File: src/rtl/kgp_ctrl_pkg.sv
// Shared types and encodings for the KGP-RISC main control sequencer:
// FSM states, opcodes, alu_op classes, pc_src and wb_sel selects.
package kgp_ctrl_pkg;

  typedef enum logic [2:0] {
    ST_FETCH  = 3'd0,
    ST_DECODE = 3'd1,
    ST_EXEC   = 3'd2,
    ST_MEM    = 3'd3,
    ST_WB     = 3'd4,
    ST_TRAP   = 3'd5
  } state_e;

  // Sequencing class of an instruction; decides the path after EXEC.
  typedef enum logic [2:0] {
    CL_ALU   = 3'd0,
    CL_LW    = 3'd1,
    CL_SW    = 3'd2,
    CL_BCOND = 3'd3,
    CL_B     = 3'd4,
    CL_BR    = 3'd5,
    CL_BL    = 3'd6,
    CL_ILL   = 3'd7
  } class_e;

  localparam logic [5:0] OP_RTYPE = 6'b000000;
  localparam logic [5:0] OP_ADDI  = 6'b000001;
  localparam logic [5:0] OP_COMPI = 6'b000010;
  localparam logic [5:0] OP_LW    = 6'b000011;
  localparam logic [5:0] OP_SW    = 6'b000100;
  localparam logic [5:0] OP_BLTZ  = 6'b000101;
  localparam logic [5:0] OP_BZ    = 6'b000110;
  localparam logic [5:0] OP_BNZ   = 6'b000111;
  localparam logic [5:0] OP_B     = 6'b001000;
  localparam logic [5:0] OP_BR    = 6'b001001;
  localparam logic [5:0] OP_BL    = 6'b001010;

  localparam logic [2:0] ALU_R     = 3'b000;
  localparam logic [2:0] ALU_MEM   = 3'b001;
  localparam logic [2:0] ALU_BLTZ  = 3'b010;
  localparam logic [2:0] ALU_BZ    = 3'b011;
  localparam logic [2:0] ALU_BNZ   = 3'b100;
  localparam logic [2:0] ALU_ADDI  = 3'b101;
  localparam logic [2:0] ALU_COMPI = 3'b110;
  localparam logic [2:0] ALU_ILL   = 3'b111;

  localparam logic [1:0] PC_SRC_SEQ = 2'b00;
  localparam logic [1:0] PC_SRC_BRT = 2'b01;
  localparam logic [1:0] PC_SRC_REG = 2'b10;

  localparam logic [1:0] WB_ALU  = 2'b00;
  localparam logic [1:0] WB_MEM  = 2'b01;
  localparam logic [1:0] WB_LINK = 2'b10;

endpackage

File: src/rtl/kgp_opcode_decode.sv
// Combinational opcode decode into alu_op class, immediate select,
// sequencing class and legality; the FSM registers the results in DECODE.
module kgp_opcode_decode import kgp_ctrl_pkg::*; #(
  parameter int OPC_W = 6
) (
  input  logic [OPC_W-1:0] opcode_i,
  output logic [2:0]       alu_op_o,
  output logic             alu_src_o,
  output class_e           class_o,
  output logic             legal_o
);

  always_comb begin
    alu_op_o  = ALU_ILL;
    alu_src_o = 1'b0;
    class_o   = CL_ILL;
    legal_o   = 1'b1;
    case (opcode_i)
      OP_RTYPE: begin alu_op_o = ALU_R;     class_o = CL_ALU; end
      OP_ADDI:  begin alu_op_o = ALU_ADDI;  class_o = CL_ALU;   alu_src_o = 1'b1; end
      OP_COMPI: begin alu_op_o = ALU_COMPI; class_o = CL_ALU;   alu_src_o = 1'b1; end
      OP_LW:    begin alu_op_o = ALU_MEM;   class_o = CL_LW;    alu_src_o = 1'b1; end
      OP_SW:    begin alu_op_o = ALU_MEM;   class_o = CL_SW;    alu_src_o = 1'b1; end
      OP_BLTZ:  begin alu_op_o = ALU_BLTZ;  class_o = CL_BCOND; end
      OP_BZ:    begin alu_op_o = ALU_BZ;    class_o = CL_BCOND; end
      OP_BNZ:   begin alu_op_o = ALU_BNZ;   class_o = CL_BCOND; end
      OP_B:     begin alu_op_o = ALU_R;     class_o = CL_B;     end
      OP_BR:    begin alu_op_o = ALU_R;     class_o = CL_BR;    end
      OP_BL:    begin alu_op_o = ALU_R;     class_o = CL_BL;    end
      default:  legal_o = 1'b0;
    endcase
  end

endmodule

File: src/rtl/kgp_main_control.sv
// Multi-cycle fetch/decode/exec/mem/wb sequencer; memories stall it by withholding ack.
// KGP_CTRL_TRAP_EN: illegal opcodes trap instead of retiring as NOPs.
module kgp_main_control import kgp_ctrl_pkg::*; #(
  parameter int OPC_W    = 6,
  parameter int WAIT_MAX = 255
) (
  input  logic             clk,
  input  logic             rst,
  input  logic [31:0]      instr,
  output logic             imem_req,
  input  logic             imem_ack,
  output logic             dmem_req,
  output logic             dmem_we,
  input  logic             dmem_ack,
  output logic             ir_we,
  output logic             pc_we,
  output logic [1:0]       pc_src,
  input  logic             br_cond,
  output logic [2:0]       alu_op,
  output logic [OPC_W-1:0] func,
  output logic             alu_src,
  output logic             reg_we,
  output logic [1:0]       wb_sel,
  output logic             trap,
  output logic [2:0]       state_o
);

  state_e           state_q, state_d;
  class_e           class_q, class_d, dec_class;
  logic [2:0]       alu_op_q, alu_op_d, dec_alu_op;
  logic [OPC_W-1:0] func_q, func_d, opcode;
  logic             alu_src_q, alu_src_d, dec_alu_src, dec_legal;
  logic             trap_q, trap_d, run_q, waiting;
  logic [7:0]       wait_q, wait_d;
  logic             unused_instr_bits;

  assign opcode            = instr[31 -: OPC_W];
  assign unused_instr_bits = ^instr[31-OPC_W:OPC_W];

  kgp_opcode_decode #(.OPC_W(OPC_W)) u_dec (
    .opcode_i  (opcode),
    .alu_op_o  (dec_alu_op),
    .alu_src_o (dec_alu_src),
    .class_o   (dec_class),
    .legal_o   (dec_legal)
  );

  always_comb begin
    state_d   = state_q;
    class_d   = class_q;
    alu_op_d  = alu_op_q;
    func_d    = func_q;
    alu_src_d = alu_src_q;
    trap_d    = trap_q;
    imem_req  = 1'b0;
    dmem_req  = 1'b0;
    dmem_we   = 1'b0;
    ir_we     = 1'b0;
    pc_we     = 1'b0;
    pc_src    = PC_SRC_SEQ;
    reg_we    = 1'b0;
    waiting   = 1'b0;
    case (state_q)
      // run_q keeps the request low for the cycle in which reset is released
      ST_FETCH: if (run_q) begin
        imem_req = 1'b1;
        if (imem_ack) begin
          ir_we   = 1'b1;
          pc_we   = 1'b1;
          state_d = ST_DECODE;
        end else begin
          waiting = 1'b1;
        end
      end
      ST_DECODE: begin
        alu_op_d  = dec_alu_op;
        func_d    = (opcode == OP_RTYPE) ? instr[OPC_W-1:0] : '0;
        alu_src_d = dec_alu_src;
        class_d   = dec_class;
        if (dec_legal) begin
          state_d = ST_EXEC;
        end else begin
`ifdef KGP_CTRL_TRAP_EN
          state_d = ST_TRAP;
          trap_d  = 1'b1;
`else
          state_d = ST_FETCH;
`endif
        end
      end
      ST_EXEC: begin
        case (class_q)
          CL_LW, CL_SW: state_d = ST_MEM;
          CL_BCOND: begin pc_src = PC_SRC_BRT; pc_we = br_cond; state_d = ST_FETCH; end
          CL_B:     begin pc_src = PC_SRC_BRT; pc_we = 1'b1;    state_d = ST_FETCH; end
          CL_BR:    begin pc_src = PC_SRC_REG; pc_we = 1'b1;    state_d = ST_FETCH; end
          CL_BL:    begin pc_src = PC_SRC_BRT; pc_we = 1'b1;    state_d = ST_WB;    end
          default:  state_d = ST_WB;
        endcase
      end
      ST_MEM: begin
        dmem_req = 1'b1;
        dmem_we  = (class_q == CL_SW);
        if (dmem_ack) state_d = (class_q == CL_SW) ? ST_FETCH : ST_WB;
        else          waiting = 1'b1;
      end
      ST_WB: begin
        reg_we  = 1'b1;
        state_d = ST_FETCH;
      end
      ST_TRAP: state_d = ST_TRAP;
      default: state_d = ST_FETCH;
    endcase

    // Any cycle that is not an unacknowledged wait restarts the count.
    wait_d = 8'd0;
    if (waiting) begin
      if (wait_q == 8'(WAIT_MAX - 1)) begin
        state_d = ST_TRAP;
        trap_d  = 1'b1;
      end else begin
        wait_d = wait_q + 8'd1;
      end
    end
  end

  always_ff @(posedge clk) begin
    if (rst) begin
      state_q   <= ST_FETCH;
      class_q   <= CL_ALU;
      alu_op_q  <= '0;
      func_q    <= '0;
      alu_src_q <= 1'b0;
      trap_q    <= 1'b0;
      run_q     <= 1'b0;
      wait_q    <= 8'd0;
    end else begin
      state_q   <= state_d;
      class_q   <= class_d;
      alu_op_q  <= alu_op_d;
      func_q    <= func_d;
      alu_src_q <= alu_src_d;
      trap_q    <= trap_d;
      run_q     <= 1'b1;
      wait_q    <= wait_d;
    end
  end

  assign alu_op  = alu_op_q;
  assign func    = func_q;
  assign alu_src = alu_src_q;
  assign trap    = trap_q;
  assign state_o = state_q;
  assign wb_sel  = (class_q == CL_LW) ? WB_MEM :
                   (class_q == CL_BL) ? WB_LINK : WB_ALU;

endmodule

File: config.mk
export PLATFORM = sky130hd
export DESIGN_NAME = kgp_main_control
export DESIGN_NICKNAME = d
export VERILOG_FILES = /design/src/rtl/kgp_ctrl_pkg.sv /design/src/rtl/kgp_opcode_decode.sv /design/src/rtl/kgp_main_control.sv
export SDC_FILE = /design/constraint.sdc
export NUM_CORES = 1
export LEC_CHECK = 0
export CAP_MARGIN = 20
export CELL_PAD_IN_SITES_DETAIL_PLACEMENT = 0
export CELL_PAD_IN_SITES_GLOBAL_PLACEMENT = 2
export CORE_MARGIN = 2
export CORE_UTILIZATION = 24
export DETAILED_ROUTE_END_ITERATION = 6
export PLACE_DENSITY_LB_ADDON = 0.3
export SYNTH_ARGS = -nofsm -noshare
export SYNTH_HDL_FRONTEND = slang
export SYNTH_HIERARCHICAL = 1
export SYNTH_SLANG_ARGS = --single-unit
File: constraint.sdc
create_clock -name clk -period 4.64 [get_ports clk]
set_clock_uncertainty 0.15 [all_clocks]
set_input_delay 0.928 -clock clk [delete_from_list [all_inputs] [get_ports clk]]
set_output_delay 0.928 -clock clk [all_outputs]
set_load 0.005 [all_outputs]
==> results of run 1 <==
## sequential cells by signal (all words and copies together) (netlist names)
name,cells
class_q,3
run_q,1
wait_q,8
alu_op,3
trap,1
alu_src,1
state_o,3
func,6
## path summary, 6_finish.rpt
kind                               from                     to  slack [ps]
setup / recovery                br_cond                  pc_we        1310
hold reg to reg    func[3]$_SDFFE_PP0N_   func[3]$_SDFFE_PP0N_         310
setup reg to reg  state_o[0]$_SDFF_PP0_  state_o[1]$_SDFF_PP0_        2540
hold / removal     func[3]$_SDFFE_PP0N_   func[3]$_SDFFE_PP0N_         310
## layer usage
| metal | share of wire (%) | wire, um | vias up |
|---|---|---|---|
| met5 | 0 | 0 | - |
| met4 | 0.37 | 13 | 0 |
| met3 | 6.6 | 229 | 2 |
| met2 | 43 | 1510 | 33 |
| met1 | 50 | 1730 | 587 |
| li1 | - | - | 669 |
## kinds of logic (layout without fill, tap and decap cells)
logic type               Yosys count  count (layout)  synth area share [%]
AO/OA/AOI/OAI                     37              37                  16.3
XOR/XNOR                           8               8                  4.92
adder cells (fa/ha/maj)            2               2                  1.76
buffers and inverters             20              49                  8.09
flip-flops                        26              26                  36.6
multiplexers                       2               2                  1.58
AND/OR/NAND/NOR                   83              83                  30.8
## metrics by stage
step	power, mW	hold WS, ps
6_report	0.486	310
5_1_grt	0.514	341
4_1_cts	0.497	315
3_5_place_dp	0.302	298
3_3_place_gp	0.303	289
2_1_floorplan	0.275	280
## power breakdown
part | leakage, nW | total, mW | switching, mW | internal (mW)
Sequential | 0.211 | 0.234 | 0.00682 | 0.227
Combinational | 0.370 | 0.0615 | 0.0281 | 0.0334
Clock | 0.0357 | 0.191 | 0.0753 | 0.115
## placed cells by master, fill, tap and decap left out, types with 2 or more instances in the layout
master	Yosys	final
inv_1	5	5
xnor2_1	4	4
nand3_1	10	10
ha_1	2	2
nand2_1	25	25
xor2_1	4	4
or4_1	2	2
dfxtp_1	26	26
or2_2	2	2
nand2b_1	3	3
a211oi_1	2	2
and2_1	2	2
nand4_1	2	2
a31oi_1	2	2
nor2_1	17	17
clkbuf_8	0	3
nor3_1	3	3
o31ai_1	2	2
clkdlybuf4s50_1	0	40
nor2b_1	3	3
a21oi_1	15	15
mux2_2	2	2
o21ai_0	5	5
nor3b_1	3	3
## critical path, cell delays in order
cell and delay, ps:
clkdlybuf4s50_1 450, nor3b_1 170, a21oi_1 60, o21bai_1 140
clkdlybuf4s50_1 510
## final cells by class
class                   count  area, um2
clock buffers               3       41.3
fillers                   656       3920
multi-input cells         132        787
clock inverters             1       30.0
repair buffers             40        400
flip-flops and latches     26        520
well taps                  75       93.8
inverters                   5       18.8
==> flow_summary.ini, run 1 <==
[cts]
cts.clk_slew.worst_paths_ps = 90
numCtsBuffers = 3
cts.sinks = 26
root_buffer = clkbuf_8
post_cts_resized = 0
cts_htree_levels = 1
clk_latency_ps = 270
cts_tree = done
holdBufCountCts = 0
cts_buffer_depth = 2
postCtsSetupBuffers = 0

[yosys]
synth_cell_types = 47
syn_nets = 217
synth.avg_cell_area_um2 = 7.99
synth_area_um2 = 1420
netlist_top_cells_count = 26 x dfxtp_1, 25 x nand2_1, 17 x nor2_1
yosys_warnings = 6
synth-edff-count = 0
synth_largest_area_cell = dfxtp_1
synthCells = 178
synth_top_area_share_pct = 36.6
ys_top_cells_by_area = dfxtp_1 37%, nand2_1 6.6%, a21oi_1 5.3%, nor2_1 4.5%, buf_6 4.0%
synthFlopType = dfxtp_1
yosys_register_bits = 26
synth_most_common_cell = dfxtp_1
synth-seq-area-share_pct = 36.6
async_reset_ff_share_pct = 0

[grt]
use_met3_pct = 3.22
grtUsageTotal_pct = 10.8
grtUsageMet2_pct = 16.8
grt_overflow_total = 0
top_usage_layer = met2
antenna_found_initial = 0
grt_util_met1_pct = 14.7
grt_first_pass_wirelength_mm = 5.64
grt_max_degree = 18
grt_pass1_vias = 1190

[floorplanning]
die_area_um2 = 6560
io_pins = 61
core_um2 = 5820
die_w_um = 81.0
num_rows = 28
dieHeight_um = 81.0
start_util_pct = 24.5

[timing]
fin_crit_ps = 3330
slew_headroom_pct = 35.6
clock.fmax_mhz = 300
setup_viol = 0
hold_viol = 0
rsz0062_at_grt = false
tns_ps = 0
min_period_over_period_pct = 71.9
worst_slew_pin_slew_ps = 963
setup_slack_ps = 1310
drv_slew = 0

[detailed_routing]
drc = 0
wire_per_inst_um = 12.3
wl_mm = 3.48
ant_nets = 0
num_vias = 1291
viasPerCell = 4.58
detail_route.first_pass.iterations = 2
drt_iter0_drc = 75

[critical_path]
cp-end-kind = primary output
crit_path_start_kind = input pin
reg2reg_depth = 4
worstPathRequired_ps = 3560
cp.arrival_ps = 2260
path_class = input pin to primary output
critPathMaxFanout = 1

[placed_design]
hpwl_mm = 2.39
dp.cells = 278
port_buffers = 40
post_dp_cell_area_um2 = 1820
place_ws_ps = 1290
routabilityCongestion = 0.662

[pwr]
p_leak_nw = 0.616
pwr_density_cell_nw_per_um2 = 257
ir_drop_v = 0.000165

[final_layout]
num_antenna_cells = 0
area_delta_synth_final_pct = 33.0
stdcell_area_um2 = 1890
layout-drive-gt1-share_pct = 6.76
nets = 247
layout.cells.non_filler = 282
final_util_pct = 32.5

[hold_path]
hold_path.class = flop to flop
hold-path-cell-count = 2

[job]
cap_violations = 0

[run_status]
outcome = finished, final reports clean
Power figures use the tool's default switching activity.
==> inputs of run 2 (changes only) <==
Settings changed: CORE_UTILIZATION 24 to 23.
Clock period 4.64 ns to 3.2 ns, I/O delays scaled along.
==> run 2 against run 1 <==
First-iteration DRC count is 33% lower. Critical endpoint is now dmem_we. Largest power group unchanged. Global-route usage is 0.29 points higher. Non-clock buffer count is 4 higher. Worst setup slack worse by 950 ps. Combinational power is 52% higher. Final area is 1.6% higher. Routed wire length is 2.0% higher.
==> flow_summary.ini, run 2 (synthesis results as in run 1) <==
[critical_path]
reg2reg_depth = 4
worstPathRequired_ps = 2410
cp-end-kind = primary output
cp.arrival_ps = 2060
critPathMaxFanout = 10
path_class = flop to primary output
crit_path_start_kind = flop

[floorplanning]
core_um2 = 5960
die_w_um = 82.6
num_rows = 28
start_util_pct = 23.9
dieHeight_um = 82.6
die_area_um2 = 6830
io_pins = 61

[timing]
drv_slew = 0
setup_slack_ps = 355
fin_crit_ps = 2850
rsz0062_at_grt = false
min_period_over_period_pct = 88.9
hold_viol = 0
slew_headroom_pct = 67.1
setup_viol = 0
tns_ps = 0
clock.fmax_mhz = 351
worst_slew_pin_slew_ps = 491

[cts]
cts.clk_slew.worst_paths_ps = 100
root_buffer = clkbuf_8
post_cts_resized = 0
cts_htree_levels = 1
holdBufCountCts = 0
cts_tree = done
cts.sinks = 26
clk_latency_ps = 270
postCtsSetupBuffers = 0
numCtsBuffers = 3
cts_buffer_depth = 2

[detailed_routing]
detail_route.first_pass.iterations = 4
wl_met2_mm = 1.63
wl_mm = 3.55
route.top_layer_used = met4
num_vias = 1267
ant_nets = 0
drt_iter0_drc = 50
wire_per_inst_um = 12.4
dr_wl_met3_um = 160
wl_met1_mm = 1.71
drc = 0
viasPerCell = 4.43

[final_layout]
most-common-layout-cells = 40 x clkdlybuf4s50_1, 26 x dfxtp_1, 25 x nand2_1
final_common_cell = clkdlybuf4s50_1
largest_reg_flops = 8
final_util_pct = 32.3
nets = 251
area_delta_synth_final_pct = 35.1
fillCellCount = 657
layout-drive-gt1-share_pct = 8.53
num_antenna_cells = 0
regMostFlops = wait_q

[placed_design]
port_buffers = 40
place_ws_ps = 433
hpwl_mm = 2.54
routabilityCongestion = 0.716

[run_status]
outcome = finished, final reports clean

[pwr]
swShare_pct = 22.6
p_leak_nw = 0.636
p_sw_mw = 0.160
p_clk_share_pct = 38.9
pwr_density_cell_nw_per_um2 = 369
p_int_mw = 0.549
power_frac_seq_pct = 47.9
ir_drop_v = 0.000162
p_comb_share_pct = 13.2

[grt]
grtUsageTotal_pct = 11.1
grt_overflow_total = 0
grt_first_pass_wirelength_mm = 5.80
antenna_found_initial = 0
grt_max_degree = 16
grt_pass1_vias = 1163

[job]
cap_violations = 0

[hold_path]
hold_path.class = flop to flop
hold-path-cell-count = 2
==> run 2: path summary, 6_finish.rpt <==
kind	startpoint	to	slack (ps)
max	state_o[1]$_SDFF_PP0_	dmem_we	350
max reg2reg	state_o[0]$_SDFF_PP0_	wait_q[7]$_SDFF_PP0_	1320
min	func[2]$_SDFFE_PP0N_	func[2]$_SDFFE_PP0N_	310
min reg2reg	func[2]$_SDFFE_PP0N_	func[2]$_SDFFE_PP0N_	310
==> run 2: metal layers <==
metal / vias to the layer above / GRT usage [%]
met3: 4 / 1.96
met4: 0 / 4.43
met5: - / 0
li1: 679 / -
met1: 554 / 15.2
met2: 30 / 17.1
==> run 2: through the flow <==
stage	hold WS, ps	total power, mW	instances	cell area [um2]
2_1_floorplan	280	0.399	178	1420
3_3_place_gp	292	0.443	282	1850
3_5_place_dp	299	0.442	282	1850
4_1_cts	316	0.722	286	1920
5_1_grt	323	0.741	286	1920
6_report	311	0.709	286	1920
==> run 2: layout make-up <==
type	count	area [um2]	area share, %
clock inverters	1	30.0	1.56
flip-flops and latches	26	520	27.1
clock buffers	3	41.3	2.15
well taps	75	93.8	4.88
multi-input cells	132	787	41.0
repair buffers	44	430	22.4
inverters	5	18.8	0.977
==> run 2: power groups by stage <==
stage               registers (mW)  logic (mW)  clock network [mW]
finish                       0.340      0.0937               0.276
global route                 0.342       0.104               0.296
CTS                          0.340      0.0951               0.287
detailed placement           0.347      0.0945                   0
global placement             0.348      0.0957                   0
floorplan                    0.340      0.0581                   0
==> run 2: critical path: stages, from the launching register on <==
cell and delay, ps:
dfxtp_1 520, nor2b_1 280, and2_1 170, nor4bb_1 260
clkdlybuf4s50_1 540
